`src/rtl/keypad_entry.sv`:
```
// Keypad time entry: debounces one-hot key presses into three right-shifted BCD
// digits and strobes an active-low parallel load for the downstream countdown chain.
module keypad_entry #(
  parameter int unsigned DEBOUNCE_CYCLES = 4
) (
  input  logic       clock,
  input  logic       reset,
  input  logic [9:0] keypad,
  input  logic       clear_key,
  input  logic       running,
  output logic [3:0] data_mins,
  output logic [3:0] data_tens,
  output logic [3:0] data_ones,
  output logic       loadn,
  output logic       has_time,
  output logic       key_err
);

  localparam int unsigned KEY_W = 10;
  localparam int unsigned CNT_W = 4;
  localparam logic [CNT_W-1:0] DB_CNT = CNT_W'(DEBOUNCE_CYCLES);

  typedef enum logic [1:0] {
    IDLE,
    DEBOUNCE,
    LOAD,
    WAIT_RELEASE
  } state_t;

  state_t             state_q, state_d;
  logic [CNT_W-1:0]   cnt_q, cnt_d;
  logic [KEY_W-1:0]   code_q, code_d;
  logic [3:0]         mins_q, mins_d;
  logic [3:0]         tens_q, tens_d;
  logic [3:0]         ones_q, ones_d;
  logic               loadn_q, loadn_d;
  logic               key_err_q, key_err_d;
  logic               clr_prev_q;
  logic               key_one;
  logic               clr_rise;
  logic               accept;

  // One-hot key vector to its digit value.
  function automatic logic [3:0] key_digit(input logic [KEY_W-1:0] k);
    logic [3:0] d;
    d = 4'd0;
    for (int i = 0; i < int'(KEY_W); i++) begin
      if (k[i]) d = 4'(i);
    end
    return d;
  endfunction

  // State and datapath registers.
  always_ff @(posedge clock) begin
    if (reset) begin
      state_q    <= IDLE;
      cnt_q      <= '0;
      code_q     <= '0;
      mins_q     <= '0;
      tens_q     <= '0;
      ones_q     <= '0;
      loadn_q    <= 1'b1;
      key_err_q  <= 1'b0;
      clr_prev_q <= 1'b0;
    end else begin
      state_q    <= state_d;
      cnt_q      <= cnt_d;
      code_q     <= code_d;
      mins_q     <= mins_d;
      tens_q     <= tens_d;
      ones_q     <= ones_d;
      loadn_q    <= loadn_d;
      key_err_q  <= key_err_d;
      clr_prev_q <= clear_key;
    end
  end

  // Next-state, digit shift and strobe generation.
  always_comb begin
    state_d   = state_q;
    cnt_d     = cnt_q;
    code_d    = code_q;
    mins_d    = mins_q;
    tens_d    = tens_q;
    ones_d    = ones_q;
    key_err_d = 1'b0;
    accept    = 1'b0;
    key_one   = (keypad != '0) && ((keypad & (keypad - KEY_W'(1))) == '0);
    clr_rise  = clear_key && !clr_prev_q;

    case (state_q)
      IDLE: begin
        if (key_one) begin
          code_d = keypad;
          cnt_d  = CNT_W'(1);
          if (DB_CNT == CNT_W'(1)) accept = 1'b1;
          else                     state_d = DEBOUNCE;
        end else if (keypad != '0) begin
          state_d = WAIT_RELEASE;
        end
      end
      DEBOUNCE: begin
        if (keypad == code_q) begin
          cnt_d = cnt_q + CNT_W'(1);
          if (cnt_q + CNT_W'(1) == DB_CNT) accept = 1'b1;
        end else if (keypad == '0) begin
          state_d = IDLE;
        end else begin
          state_d = WAIT_RELEASE;
        end
      end
      LOAD:         state_d = WAIT_RELEASE;
      WAIT_RELEASE: if (keypad == '0) state_d = IDLE;
      default:      state_d = IDLE;
    endcase

    // A ones digit above 5 cannot legally shift into the tens position.
    if (accept) begin
      if (ones_q > 4'd5) begin
        key_err_d = 1'b1;
        state_d   = WAIT_RELEASE;
      end else begin
        mins_d  = tens_q;
        tens_d  = ones_q;
        ones_d  = key_digit(keypad);
        state_d = LOAD;
      end
    end

    if (running) begin
      state_d   = WAIT_RELEASE;
      mins_d    = mins_q;
      tens_d    = tens_q;
      ones_d    = ones_q;
      key_err_d = 1'b0;
    end else if (clr_rise) begin
      mins_d    = '0;
      tens_d    = '0;
      ones_d    = '0;
      key_err_d = 1'b0;
      state_d   = LOAD;
    end

    loadn_d = (state_d != LOAD);
  end

  assign data_mins = mins_q;
  assign data_tens = tens_q;
  assign data_ones = ones_q;
  assign loadn     = loadn_q;
  assign key_err   = key_err_q;
  assign has_time  = |{mins_q, tens_q, ones_q};

endmodule

```
`config.mk`:
```
export PLATFORM = sky130hd
export DESIGN_NAME = keypad_entry
export DESIGN_NICKNAME = d
export VERILOG_FILES = /design/src/rtl/keypad_entry.sv
export SDC_FILE = /design/constraint.sdc
export NUM_CORES = 1
export LEC_CHECK = 0
export BUFFER_PORTS_ARGS = -buffer_cell sky130_fd_sc_hd__buf_2
export CAP_MARGIN = 15
export CORE_ASPECT_RATIO = 0.7
export CORE_MARGIN = 2
export CORE_UTILIZATION = 45
export CTS_CLUSTER_SIZE = 12
export DETAILED_ROUTE_END_ITERATION = 8
export PLACE_DENSITY_LB_ADDON = 0.08
export SKIP_CTS_REPAIR_TIMING = 1
export SLEW_MARGIN = 30
export SYNTH_ARGS = -nofsm -noshare
export SYNTH_HDL_FRONTEND = slang
export SYNTH_SLANG_ARGS = --single-unit
```
`constraint.sdc`:
```
create_clock -name clock -period 5.9 [get_ports clock]
set_input_delay 0.885 -clock clock [delete_from_list [all_inputs] [get_ports clock]]
set_output_delay 0.885 -clock clock [all_outputs]
set_load 0.01 [all_outputs]
```
==> flow_metrics.env <==
export IMPL_status="completed"
export IMPL_ys_seq_elements=31
export IMPL_gp_congestion=0.835
export IMPL_synthesis_area_um2=1630
export IMPL_timing_final_ws_setup_ns=2.97
export IMPL_relSlewSlack_pct=53.3
export IMPL_hold_depth=1
export IMPL_worst_pin_slew_ns=0.700
export IMPL_wire_per_inst_um=14.4
export IMPL_grt_max_degree=20
export IMPL_synth_compound_area_share_pct=15.9
export IMPL_clock_latency_ns=0.28
export IMPL_num_rows=18
export IMPL_rr_worst_depth=6
export IMPL_io_buffers=28
export IMPL_grt_pass1_vias=1243
export IMPL_core_area_um2=3490
export IMPL_synth_nets=196
export IMPL_cts_tree="built"
export IMPL_hp_class="reg2reg"
export IMPL_grt_ovfl_total=0
export IMPL_r2r_slack_ns=3.53
export IMPL_hold_viol_final=0
export IMPL_max_cap_violations=0
export IMPL_dpl_hpwl_mm=2.70
export IMPL_htreeDepth=2
export IMPL_synth_area_per_cell_um2=9.04
export IMPL_drtIter0Drc=70
export IMPL_regToRegEndpoint="data_ones[2]"
export IMPL_dieArea_um2=4120
export IMPL_grt_pass1_wl_mm=5.84
export IMPL_pwr_density_cell_nw_per_um2=221
export IMPL_critPathArrivalTime_ns=3.09
export IMPL_ir_drop_mv=0.126
export IMPL_wl_mm=3.68
export IMPL_drc=0
export IMPL_setup_tns_ns=0
export IMPL_synth_adder_area_share_pct=1.54
export IMPL_setup_viol=0
export IMPL_drive_gt1_share_pct=21.5
export IMPL_worstSetupStartpoint="keypad[0]"
export IMPL_fmax_ghz=0.341
export IMPL_synth_cells=180
export IMPL_end_kind="register"
export IMPL_synthXorXnorAreaFrac_pct=5.92
export IMPL_synth_edf_count=0
export IMPL_numCtsBuffers=5
export IMPL_startpoint_type="input port"
export IMPL_die_w_um=75.9
export IMPL_fin_crit_ns=2.93
export IMPL_boundaryPins=29
export IMPL_antenna_left=0
export IMPL_synth_top_flop_cell="dfxtp_1"
export IMPL_critPathMaxFanout=14
export IMPL_antennaDiodeCount=0
export IMPL_r2r_start="code_q[1]"
export IMPL_p_leak_nw=0.699
export IMPL_synth_async_reset_ratio_pct=0
export IMPL_grtUsageTotal_pct=19.4
export IMPL_hold_path_end="data_mins[2]"
export IMPL_dr_total_vias=1449
export IMPL_final_max_slew_viol_count=0
export IMPL_area_growth_pct=13.6
export IMPL_critPathKind="in2reg"
export IMPL_start_util_pct=46.6
export IMPL_synth_simple_area_share_pct=26.5
export IMPL_synth_distinct_cells=46
export IMPL_cts_buffer_depth=2
export IMPL_synthMuxAreaShare_pct=6.15
export IMPL_synth_area_top_cells="dfxtp_1 38%, mux2i_1 6.2%, xnor2_1 5.9%, a22o_1 4.8%, nor2_1 4.4%"
export IMPL_required_ns=6.06
export IMPL_rsz0062_at_grt="no"
export IMPL_synth_top_family_by_area="simple AND/OR/NAND/NOR gates"
export IMPL_cts_sinks=31
export IMPL_clkTransAtPathRegs_ns=0.07
export IMPL_ys_seq_area_share_pct=38.2
export IMPL_min_delay_start="data_mins[2]"
export IMPL_die_h_um=54.3
export IMPL_skew_ns=0.0106
export IMPL_viasPerCell=5.68
export IMPL_place_ws_ns=2.69
export IMPL_cts_root_buffer="clkbuf_8"
export IMPL_nets=220
export IMPL_synth_top_cell_by_area="dfxtp_1"
export IMPL_synth_yosys_warnings=0
export IMPL_dr_pass1_iters=5
export IMPL_antenna_found_initial=0
export IMPL_final_period_utilization_pct=49.6
export IMPL_fin_util_pct=52.9
export IMPL_yosysTopAreaCellShare_pct=38.2
## cell usage after synthesis (all sizes together), types with 2 or more instances
master,instances
a22o,9
nand2,10
buf,9
a21o,2
nand3b,5
dfxtp,31
ha,2
a21oi,5
o21ai,3
nor3,8
a31oi,3
and2,2
a2111oi,2
inv,4
clkbuf,3
nor4,8
nor2b,4
xnor2,11
o21bai,2
mux2i,10
or4,2
nand3,5
nand4,2
or3,6
nor2,19
## cell families (layout without fill, tap and decap cells)
group           after synthesis  count (layout)
compound gates               34              34
xor+xnor                     11              11
fa+ha+maj                     2               2
buf+inv                      16              41
flops                        31              31
mux                          10              10
simple gates                 76              76
## metal layers
layer	GRT usage, %	share of wire [%]
met5	0	0
met4	5.26	0.92
met3	4.97	7.8
met2	29.3	43
met1	27.5	48
## worst max-delay path by stage
stage                           end  slack, ns  cells past startpoint
after floorplan           code_q[0]       3.12                      9
after global placement    code_q[0]       2.73                      7
after detailed placement  code_q[7]       2.69                      7
after CTS                 code_q[7]       2.98                      7
after global routing       cnt_q[0]       2.76                      7
final                     code_q[0]       2.97                      7
## layout make-up
cell class / count / area, um^2
Multi-Input combinational cell: 133 / 917
Fill cell: 350 / 1640
Clock buffer: 6 / 72.6
Sequential cell: 31 / 621
Inverter: 4 / 15.0
Clock inverter: 2 / 12.5
Tap cell: 50 / 62.6
Timing Repair Buffer: 29 / 148
## cells in the final DEF (no fill, tap or decap), types with 2 or more instances in the layout
cell type  instances
a2111oi_0          2
o21ai_1            2
nand3_1            5
inv_1              4
buf_2             28
nand2_1            9
nor4_2             2
a22o_1             9
a31oi_1            3
nor2b_1            4
xnor2_1           11
mux2i_1           10
clkbuf_8           5
dfxtp_1           31
nand3b_1           5
nor3_1             8
a21o_1             2
and2_1             2
nand4_1            2
ha_1               2
nor4_1             5
or3_1              6
o21bai_1           2
a21oi_1            5
nor2_1            19
## where the power goes
| part | total, mW | switching, mW | internal [mW] |
|---|---|---|---|
| clock network | 0.160 | 0.0774 | 0.0823 |
| registers | 0.212 | 0.00122 | 0.211 |
| logic | 0.0367 | 0.0227 | 0.0140 |
| total | 0.409 | 0.101 | 0.307 |
## through the flow
| step | power, mW | cells | instance area (um^2) | hold WS, ns |
|---|---|---|---|---|
| 2_1_floorplan | 0.242 | 180 | 1630 | 0.482 |
| 3_3_place_gp | 0.252 | 247 | 1760 | 0.487 |
| 3_5_place_dp | 0.253 | 247 | 1760 | 0.499 |
| 4_1_cts | 0.415 | 255 | 1840 | 0.519 |
| 5_1_grt | 0.432 | 255 | 1850 | 0.550 |
| 6_report | 0.409 | 255 | 1850 | 0.514 |
## worst max-delay path, stage by stage
cell	delay, ns
buf_2	0.13
or4_4	0.56
a2111oi_0	0.35
or3_1	0.18
and4_1	0.65
mux2i_1	0.28
nor2_1	0.05
## registers in the layout, indices dropped and copies added, names as in the netlist
register    cells
clr_prev_q      1
cnt_q           4
code_q         10
data_mins       4
data_ones       4
data_tens       4
key_err         1
loadn           1
state_q         2
Note: power is estimated with default switching activity, not from simulation.
